## src/rtl/mem_port_arbiter.sv

```systemverilog
// Two-requester round-robin arbiter/sequencer for a single MainMem port.
// Serialises one transaction at a time, times read latency and flags unpopulated banks.
module mem_port_arbiter #(
    parameter int unsigned ADDR_W    = 14,
    parameter int unsigned DATA_W    = 18,
    parameter int unsigned NUM_BANKS = 11,
    parameter int unsigned RD_LAT    = 1
) (
    input  logic              clka,
    input  logic              rst_n,

    input  logic              req0_valid,
    input  logic              req0_we,
    input  logic [ADDR_W-1:0] req0_addr,
    input  logic [DATA_W-1:0] req0_wdata,
    output logic              req0_ready,
    output logic              rsp0_valid,
    output logic [DATA_W-1:0] rsp0_rdata,
    output logic              rsp0_err,

    input  logic              req1_valid,
    input  logic              req1_we,
    input  logic [ADDR_W-1:0] req1_addr,
    input  logic [DATA_W-1:0] req1_wdata,
    output logic              req1_ready,
    output logic              rsp1_valid,
    output logic [DATA_W-1:0] rsp1_rdata,
    output logic              rsp1_err,

    output logic              mem_we,
    output logic [ADDR_W-1:0] mem_addr,
    output logic [DATA_W-1:0] mem_din,
    input  logic [DATA_W-1:0] mem_dout
);

    localparam int unsigned CNT_W = 2;

    typedef enum logic [1:0] {StIdle, StIssue, StWait, StResp} state_e;

    state_e            state_q;
    logic              last_gnt_q;
    logic              id_q;
    logic              we_q;
    logic              oor_q;
    logic [CNT_W-1:0]  cnt_q;
    logic [1:0]        rsp_valid_q;
    logic [1:0]        rsp_err_q;
    logic [DATA_W-1:0] rsp_rdata_q [2];

    logic              any_valid;
    logic              win;
    logic              win_we;
    logic [ADDR_W-1:0] win_addr;
    logic [DATA_W-1:0] win_wdata;
    logic              win_in_range;

    // On a tie the requester that did not win last time gets the port.
    always_comb begin
        any_valid    = req0_valid | req1_valid;
        win          = (req0_valid & req1_valid) ? ~last_gnt_q : req1_valid;
        win_we       = win ? req1_we : req0_we;
        win_addr     = win ? req1_addr : req0_addr;
        win_wdata    = win ? req1_wdata : req0_wdata;
        win_in_range = 32'(win_addr[ADDR_W-1:10]) < NUM_BANKS;
    end

    assign req0_ready = (state_q == StIdle) && any_valid && !win;
    assign req1_ready = (state_q == StIdle) && any_valid && win;

    assign rsp0_valid = rsp_valid_q[0];
    assign rsp1_valid = rsp_valid_q[1];
    assign rsp0_err   = rsp_err_q[0];
    assign rsp1_err   = rsp_err_q[1];
    assign rsp0_rdata = rsp_rdata_q[0];
    assign rsp1_rdata = rsp_rdata_q[1];

    always_ff @(posedge clka or negedge rst_n) begin
        if (!rst_n) begin
            state_q        <= StIdle;
            last_gnt_q     <= 1'b1;
            id_q           <= 1'b0;
            we_q           <= 1'b0;
            oor_q          <= 1'b0;
            cnt_q          <= '0;
            rsp_valid_q    <= '0;
            rsp_err_q      <= '0;
            rsp_rdata_q[0] <= '0;
            rsp_rdata_q[1] <= '0;
            mem_we         <= 1'b0;
            mem_addr       <= '0;
            mem_din        <= '0;
        end else begin
            case (state_q)
                StIdle: begin
                    if (any_valid) begin
                        id_q       <= win;
                        last_gnt_q <= win;
                        we_q       <= win_we;
                        oor_q      <= ~win_in_range;
                        mem_addr   <= win_addr;
                        mem_din    <= win_wdata;
                        mem_we     <= win_we & win_in_range;
                        state_q    <= StIssue;
                    end
                end
                StIssue: begin
                    mem_we <= 1'b0;
                    if (oor_q || we_q) begin
                        rsp_err_q[id_q]   <= oor_q;
                        rsp_rdata_q[id_q] <= '0;
                        rsp_valid_q[id_q] <= 1'b1;
                        state_q           <= StResp;
                    end else begin
                        cnt_q   <= CNT_W'(RD_LAT);
                        state_q <= StWait;
                    end
                end
                StWait: begin
                    cnt_q <= cnt_q - 2'd1;
                    // Last wait cycle: the addressed word is on mem_dout now.
                    if (cnt_q == 2'd1) begin
                        rsp_err_q[id_q]   <= 1'b0;
                        rsp_rdata_q[id_q] <= mem_dout;
                        rsp_valid_q[id_q] <= 1'b1;
                        state_q           <= StResp;
                    end
                end
                StResp: begin
                    rsp_valid_q <= '0;
                    state_q     <= StIdle;
                end
                default: state_q <= StIdle;
            endcase
        end
    end

endmodule

```

## config.mk

```make
export PLATFORM = sky130hd
export DESIGN_NAME = mem_port_arbiter
export DESIGN_NICKNAME = d
export VERILOG_FILES = /design/src/rtl/mem_port_arbiter.sv
export SDC_FILE = /design/constraint.sdc
export NUM_CORES = 1
export LEC_CHECK = 0
export BUFFER_PORTS_ARGS = -buffer_cell sky130_fd_sc_hd__buf_2
export CAP_MARGIN = 20
export CORE_ASPECT_RATIO = 2
export CORE_MARGIN = 1
export CORE_UTILIZATION = 49
export CTS_BUF_LIST = sky130_fd_sc_hd__clkbuf_4
export DETAILED_ROUTE_END_ITERATION = 6
export GPL_TIMING_DRIVEN = 0
export PLACE_DENSITY = 0.83
export SYNTH_ARGS = -nofsm -noshare
export SYNTH_HDL_FRONTEND = slang
export SYNTH_SLANG_ARGS = --single-unit
export TNS_END_PERCENT = 20
```

## constraint.sdc

```tcl
create_clock -name clka -period 2.5 [get_ports clka]
set_clock_uncertainty 0.1 [all_clocks]
set_input_delay 0.25 -clock clka [delete_from_list [all_inputs] [get_ports clka]]
set_output_delay 0.25 -clock clka [all_outputs]
set_load 0.02 [all_outputs]
```

# [Word-level counts from Yosys, hierarchy flattened]
# Cells that the tools add are included.
# W data, S select, Z words.
[classes] add_sub_neg=1 magnitude_cmp=5 eq_ne=8 mux=27 n_bitwise=11 n_reduce_logical=17
[op_table] operator="$mux W36" count=2
[op_table] operator="$pmux W36 S2" count=1
[op_table] operator="$and A36 B36 Y36" count=1
[op_table] operator="$bwmux W36" count=1
[op_table] operator="$mux W18" count=2
[op_table] operator="$not A36 Y36" count=1
[op_table] operator="$demux W18 S1" count=1
[op_table] operator="$mux W14" count=1
[op_table] operator="$mux W2" count=7
[op_table] operator="$ne A2 B2 Y1 const B" count=4
[op_table] operator="$pmux W2 S2" count=2
[op_table] operator="$pmux W2 S4" count=1
[op_table] operator="$reduce_and A2 Y1" count=4
[op_table] operator="$pmux W2 S3" count=1
[op_table] operator="$reduce_and A3 Y1" count=2
[op_table] operator="$logic_and A1 B1 Y1" count=5
[op_table] operator="$mux W1" count=5
[op_table] operator="$eq A2 B1 Y1 const B" count=2
[op_table] operator="$eq A2 B2 Y1 const B" count=2
[op_table] operator="$lt A4 B4 Y1 const B" count=1
[op_table] operator="$reduce_bool A2 Y1" count=2
[op_table] operator="$reduce_bool A3 Y1" count=1
[op_table] operator="$and A1 B1 Y1" count=2
[op_table] operator="$and A2 B2 Y2" count=1
[op_table] operator="other kinds (16)" count=17
[totals] ff_bits=81 inputBits=88 output_inout_bits=75

# [Depth between registers and ports, before layout]
# Gate-level depths: netlist of run 1.
[depth] word_depth=9 mapped_depth=7

# [Worst setup path after synthesis of run 1]
# No wires, ideal clock.
[synth_timing] path_type="register to register" start="reg state_q[0]" end="reg rsp_rdata_q (netlist bit rsp1_rdata[10])" arrival_ps=1978 path_slack_ps=297 stages_incl_launch_ff=8 synth_period_minus_slack_ps=2203 path_cell_list="dfrtp_1 -> inv_1 -> ha_1 -> nor2b_4 -> or4b_1 -> buf_6 -> buf_12 -> mux2_4"
[synth_between] elab_chain_cells=3 elab_cells_between_ends=7 classes_between="eq/ne (4); mux (1); reduce/logical (2)"
[synth_rtl] item="from (decl)" line="40" source="state_e state_q;"
[synth_rtl] item="from (signal assigned)" line="79" source="state_q <= StIdle;"
[synth_rtl] item="from (signal assigned)" line="103" source="state_q <= StIssue;"
[synth_rtl] item="from (signal assigned)" line="112" source="state_q <= StResp;"
[synth_rtl] item="$eq A2 B2 Y1 / $eq A2 B1 Y1 (equally long branches)" line="93" source="case (state_q)"
[synth_rtl] item="$ne A2 B2 Y1 (no line) / $reduce_bool A2 Y1 (equally long branches)"
[synth_rtl] item="$reduce_and A3 Y1 (no line)"
[synth_rtl] item="to (signal, indexed assignment)" line="123" source="rsp_rdata_q[id_q] <= mem_dout;"
[synth_rtl] item="to (decl)" line="48" source="logic [DATA_W-1:0] rsp_rdata_q [2];"
# Parallel ways exist; a longest one is shown, timed or not.
# A chain may end at the register's enable or synchronous reset.

# [Worst setup path after layout of run 1]
[layout_timing] start="reg state_q[0]" end="out req1_ready"
[layout_between] elab_chain_cells=3
[layout_rtl] item="$logic_not A2 Y1" line="68" source="assign req1_ready = (state_q == StIdle) && any_valid && win;"
[layout_rtl] item="$logic_and A1 B1 Y1 (2 in a row)" line="68"
[layout_rtl] item="to (decl)" line="25" source="output logic req1_ready,"
# Every way passes these cells.

==> results list, run 1 <==
- WP buf/inv: 4
- In the final design database the tool counted 576 nets.
* DIE WIDTH: 63.0 um
- Maximum fanout along the worst path: 10
- For this run, the slowest stage of the critical path takes 0.46 ns.
- Critical setup path kind: register to primary output
- In the routed design, unresolved DRC markers number 0.
* Root Buffer Master: clkbuf_4
- Initial core utilization: 50.5%
- Fraction of synthesized cell area taken by the top area cell type: 55.0%
* Final total negative setup slack: 0 ns
- Mean post-synth cell area: 13.1 um2
- # fillers: 520
- Number of distinct library cells after synthesis: 42
* Slew headroom: 64.8%
* Clock sinks: 81
* Maximum clock frequency: 422 MHz
- Power density over the cells: 1300 nW/um2
* Via total after detailed routing: 3139
- Leading cell types by count after synthesis: 80 x dfrtp_1, 30 x and3_1, 29 x mux2_2
* Antenna violations before repair: 0
- Most common cell in the netlist: dfrtp_1
- The path class of the tightest hold or removal check is input pin to register.
* Via/cell ratio: 5.41
* Overall Global Routing Usage: 26.4%
- In this run, synthesis produced a sequential element count of 81.
- Gate family responsible for the most delay along the worst path: buffers and inverters
- For this run, the number of Yosys warnings is 0.
* Crit-path cells: inv_1, ha_1, clkbuf_2, clkbuf_4, and2_1, buf_2
- Data on the critical path is required at its endpoint by 2.15 ns.
- Pin slew with the least headroom to its limit: 0.529 ns
* IR drop worst, VDD: 0.767 mV
- Post-synthesis instance area: 3640 um2
* Leakage: 0.00276 uW
- Buffer levels on the longest clock path: 2
- CP max-delay cell: dfrtp_2
- Clock-pin slew was measured on the worst setup and hold paths at 0.14 ns.
- Count of input and output buffers: 162
* Pins over their slew limit: 0
* Floorplan die height: 124 um
- RSZ-0062 raised after global routing: false
- CTS tree: done
* Estimated wirelength of the detail-placed design: 6.85 mm
- Wires add up to 9.91 mm.
- Routability-driven placement finished with a final weighted congestion of 0.782.
* Net count of the mapped netlist: 370
- The number of hold violations in the final report is 0.
- The flow ran to the end, and the final reports show no timing, DRC or antenna violations.
* Asr flop ratio synth: 100%
- For this run, the detailed router's first-pass iteration total came to 4.
* Clock period minus final worst setup slack: 2.37 ns
* H-tree depth reported by CTS: 3
- Summing the sequential cell areas from Yosys gives 55.7% of the chip area.
- Entering global routing, the biggest net connects 42 pins.
- CORE AREA: 7210 um2
* ANT cells: 0
* Gate count of the mapped netlist: 277
- The worst setup path is captured at a primary output.
- Number of maximum-capacitance violations: 0
- Type of element launching the critical path: register
- The first global-routing pass estimated 15.7 mm of wire.
* Post-route ant nets: 0
- Total global routing overflow: 0
- Counting flops with a built-in enable in the synthesized netlist gives 0.
- Clock latency on the worst-skew pair, taken at its later pin, is 0.43 ns.
* Drt first-iter violations: 127
- The die covers 7800 um2.
- Dominant register cell in the synthesized netlist: dfrtp_1
* Routed wire per std cell: 17.1 um
- Number of CTS-inserted buffers: 9
* Power after layout: 6590 uW
* Share of final-layout standard cells stronger than drive strength 1: 47.7%
* Data arrival time of the worst path: 2.02 ns
- The synthesized design spends more area on one cell type than any other, namely dfrtp_1.
- The final critical path takes up 94.8% of the cycle.
- Growth of design area from synthesis to finish: 38.9%
- Setup violations remaining at the end of the flow were counted as 0.
* Boundary pin count: 163
- After floorplanning, the core was divided into 44 placement rows.
- The via count of the first global-routing pass is 3294.
- Ranked by total cell area, the synthesized netlist is headed by dfrtp_1 55%, mux2_2 9.0%, a221o_1 7.7%.
-- worst paths after layout --
| check | depth (start not counted) | to | start | slack [ns] |
|---|---|---|---|---|
| max | 6 | req1_ready | state_q[0] | 0.13 |
| min | 3 | mem_addr[10] | req0_addr[10] | 0.03 |
| max reg2reg | 7 | rsp1_rdata[17] | state_q[0] | 0.14 |
| min reg2reg | 2 | mem_addr[11] | mem_addr[11] | 0.40 |
| max in group asynchronous | 3 | last_gnt_q | rst_n | 1.42 |
| min in group asynchronous | 2 | mem_din[10] | rst_n | 0.22 |
-- repair_timing --
item | in CTS | in global routing
pin swaps | 1 | 0
hold endpoints to repair | 69 | 0
endpoints found under the setup margin | 11 | 10
buffers inserted | 1 | 0
gates resized for setup | 3 | 3
hold buffers | 31 | 0
-- metal layers --
layer	wire length, um	track usage [%]
met5	0	0
met4	286	13.7
met3	520	4.67
met2	5510	48.4
met1	3600	28.6
-- layout make-up --
type,count,area (um2),area share (%)
buffer,19,105,2.08
clock buffer,9,67.6,1.34
inverter,4,15.0,0.297
sequential,81,2030,40.1
multi-input combinational,173,1500,29.7
clock inverter,7,71.3,1.41
tap,92,115,2.28
timing repair buffer,195,1150,22.8
-- kinds of logic after synthesis --
kind of cell / count (synthesis) / share of synthesized area (%)
DFF: 81 / 55.7
and+or+nand+nor: 73 / 13.1
AOI/OAI and AO/OA: 51 / 11.9
muxes: 44 / 14.5
buffers and inverters: 23 / 3.16
adders and majority gates: 5 / 1.72
-- flip-flops by register name, indices dropped and copies added (netlist names) --
| register | cells |
|---|---|
| last_gnt_q | 1 |
| oor_q | 1 |
| cnt_q | 2 |
| rsp_err_q | 2 |
| state_q | 2 |
| mem_din | 18 |
| rsp_valid_q | 2 |
| we_q | 1 |
| rsp1_rdata | 18 |
| mem_addr | 14 |
| id_q | 1 |
| rsp0_rdata | 18 |
| mem_we | 1 |
-- power breakdown --
| group | internal (uW) | total [uW] | switching (uW) |
|---|---|---|---|
| registers | 1960 | 2350 | 390 |
| clock network | 302 | 763 | 461 |
| logic | 1560 | 3480 | 1920 |
| total | 3820 | 6590 | 2770 |
-- cells in the final DEF (no fill, tap or decap), types with 5 or more instances in the layout --
cell type	n
a221o_1	28
ha_1	5
buf_2	162
mux2_4	10
and2_1	18
and3_1	30
o21ai_0	8
dlygate4sd3_1	31
clkbuf_4	10
dfrtp_1	79
nand2_1	5
mux2i_1	5
mux2_2	29
clkbuf_1	13
-- per-stage QoR --
step / cell area [um2] / worst slack [ns] / hold WS (ns) / util [%] / cells
2_1_floorplan: 3640 / 0.297 / -0.146 / - / 277
3_3_place_gp: 4570 / -0.0457 / 0.360 / 63.3 / 531
3_5_place_dp: 4590 / -0.0754 / 0.161 / 63.7 / 532
4_1_cts: 5050 / 0.0824 / 0.00255 / 70.1 / 580
5_1_grt: 5060 / 0.0247 / 0.0367 / 70.1 / 580
6_report: 5060 / 0.130 / 0.0284 / 70.1 / 580
-- worst reg2reg max path: cells and delay by family, from the launching register on --
family,cells,cell delay [ns]
and+or+nand+nor,2,0.72
muxes,1,0.30
buffers and inverters,3,0.40
adders and majority gates,1,0.28
DFF,1,0.43
Power figures use the tool's default switching activity.
==> run 2, diff against run 1 <==
CELL_PAD_IN_SITES_DETAIL_PLACEMENT = 2   (was default)
CELL_PAD_IN_SITES_GLOBAL_PLACEMENT = 2   (was default)
CORE_UTILIZATION = 30   (was 49)
PLACE_DENSITY = default   (was 0.83)
PLACE_DENSITY_LB_ADDON = 0.1   (was default)
==> results list, run 2 (synthesis gave the netlist of run 1 again) <==
- Die Outline Area: 12600 um2 (was 7800 um2)
* Total of endpoints with negative setup slack in the final report: 0 (unchanged)
- Worst min-delay path category: input pin to register (unchanged)
* Required time worst endpoint: 2.70 ns (was 2.15 ns)
* Root Buffer Master: clkbuf_4 (unchanged)
- The max-cap check violation count was 0 (unchanged).
* Layout net count: 578 (was 576)
- Weighted congestion at the end of routability-driven global placement: 0.724 (was 0.782)
* Row Count: 56 (was 44)
- Boundary pin count: 163 (unchanged)
- Placed Instances: 585 (was 532)
- The total congestion overflow after global routing was 0 (unchanged).
* Clock latency on the worst-skew pair: 0.40 ns (was 0.43 ns)
* Count of input and output buffers: 162 (unchanged)
- Final hold vios: 0 (unchanged)
- The leakage power figure came to 0.00280 uW (was 0.00276 uW).
- Power density over the cells: 1300 nW/um2 (about the same)
* Maximum clock frequency: 426 MHz (was 422 MHz)
- Antenna violations before repair: 1 (was 0)
- Share of final-layout standard cells stronger than drive strength 1: 47.6% (was 47.7%)
* Pins over their slew limit: 0 (unchanged)
* Routed wire length: 11.4 mm (was 9.91 mm)
- The minimum clock period after layout was 2.35 ns (was 2.37 ns).
* H-tree depth reported by CTS: 3 (unchanged)
- Most common library cell in the layout ignoring fill and taps: buf_2 (unchanged)
* CTS tree: done (unchanged)
* Wire length of the first global-routing pass: 18.2 mm (was 15.7 mm)
- Buffer levels on the longest clock path: 2 (unchanged)
* Estimated wirelength of the detail-placed design: 8.64 mm (was 6.85 mm)
- The final total negative setup slack was 0 ns (unchanged).
- Status: complete, no violations (unchanged).
* Maximum fanout along the worst path: 10 (unchanged)
- Via total after detailed routing: 3080 (was 3139)
- The final standard cell area without fillers is 5180 um2 (was 5060 um2).
* Critical setup path kind: register to register (was register to primary output)
- Residual DRC count: 0 (unchanged)
- The via count of the first global-routing pass came to 3573 (was 3294).
- Most used cells in the layout excluding fill and tap cells: 162 x buf_2, 79 x dfrtp_1, 33 x dlygate4sd3_1, 30 x and3_1, 29 x mux2_2 (was 162 x buf_2, 79 x dfrtp_1, 31 x dlygate4sd3_1, 30 x and3_1, 29 x mux2_2).
* Worst Hold Margin: 0.0383 ns (was 0.0284 ns)
- The category of the worst setup path capture point is a register (was primary output).
- Routed wire per std cell: 18.0 um (was 17.1 um)
- Pre-antenna DRT Iters: 4 (unchanged)
- Slew headroom: 65.0% (was 64.8%)
- The filler-free cell count of the finished design came to 636 (was 580).
- The clock input transition at the sequential cells of the worst setup and hold paths is 0.14 ns (about the same).
- The pin count of the biggest net entering global routing came to 66 (was 42).
- The starting utilization of the core area was 30.9% (was 50.5%).
* Number of CTS-inserted buffers: 9 (unchanged)
* RSZ-0062 raised after global routing: false (unchanged)
- The number of violations reported at the end of detailed-routing iteration 0 was 76 (was 127).
- The startpoint class of the critical path was a register (unchanged).
* CORE AREA: 11800 um2 (was 7210 um2)
- Growth of design area from synthesis to finish: 42.4% (was 38.9%)
* Clock sinks: 81 (unchanged)
- The worst supply voltage drop on vdd came to 0.451 mV (was 0.767 mV).
* # fillers: 1290 (was 520)
* Post-route ant nets: 0 (unchanged)
* Pin slew with the least headroom to its limit: 0.526 ns (was 0.529 ns)
- The standard cell area after detailed placement came to 4660 um2 (was 4590 um2).
- The signal arrival time at the worst endpoint is 2.55 ns (was 2.02 ns).
- The share of the cycle needed by the critical path after routing is 93.9% (was 94.8%).
- Floorplan die height: 158 um (was 124 um)
- Overall Global Routing Usage: 19.1% (was 26.4%)
* DIE WIDTH: 79.9 um (was 63.0 um)
- Via/cell ratio: 4.84 (was 5.41)
## run 2: per-layer routing
| metal | vias up | GRT usage, % | wire, um |
|---|---|---|---|
| met2 | 98 | 38.7 | 6890 |
| li1 | 1447 | - | - |
| met1 | 1529 | 18.9 | 3960 |
| met5 | - | 0 | 0 |
| met3 | 6 | 3.75 | 458 |
| met4 | 0 | 5.36 | 112 |
## run 2: area by class of cell
| cell class | instances | area, um2 | share of cell area, % |
|---|---|---|---|
| Antenna cell | 1 | 2.50 | 0.0483 |
| Buffer | 19 | 106 | 2.05 |
| Clock buffer | 11 | 82.6 | 1.59 |
| Clock inverter | 5 | 80.1 | 1.54 |
| Inverter | 4 | 15.0 | 0.290 |
| Multi-Input combinational cell | 173 | 1510 | 29.1 |
| Sequential cell | 81 | 2030 | 39.1 |
| Tap cell | 145 | 181 | 3.50 |
| Timing Repair Buffer | 197 | 1180 | 22.7 |
## run 2: per-stage QoR
step	utilization (%)	power (uW)	setup WS (ns)
global route	44.0	7260	0.0160
detailed placement	39.6	5900	-0.130
floorplan	-	4660	0.297
global placement	39.4	5750	-0.101
finish	44.0	6760	0.154
CTS	43.9	6880	0.0622
## run 2: power breakdown
group / total [uW] / switching [uW] / internal (uW) / leakage, uW
Clock: 877 / 450 / 428 / 0.0000847
Sequential: 2340 / 381 / 1960 / 0.00104
Combinational: 3540 / 1970 / 1570 / 0.00168
## run 2: repair_timing
| item | CTS | global route |
|---|---|---|
| setup buffers | 1 | 0 |
| endpoints found under the setup margin | 11 | 12 |
| gates resized for setup | 3 | 6 |
| hold buffers | 33 | 0 |
| pin swaps | 1 | 0 |
| endpoints found under the hold margin | 111 | 0 |
## run 2: worst paths after layout
path	start	end	slack (ns)	cells after the start
worst max-delay path	state_q[1]	rsp1_rdata[10]	0.15	7
max in group asynchronous	rst_n	last_gnt_q	1.51	3
worst max register to register	state_q[1]	rsp1_rdata[10]	0.15	7
worst min-delay path	req0_addr[11]	mem_addr[11]	0.04	3
worst min register to register	mem_addr[10]	mem_addr[10]	0.40	2
min in group asynchronous	rst_n	mem_addr[11]	0.15	2
## run 2: worst max-delay path: stages, from the launching register on
cell,delay (ns)
dfrtp_1,0.45
inv_1,0.09
ha_1,0.27
nor3b_4,0.21
or4b_1,0.49
buf_6,0.17
buf_12,0.15
mux2_4,0.30
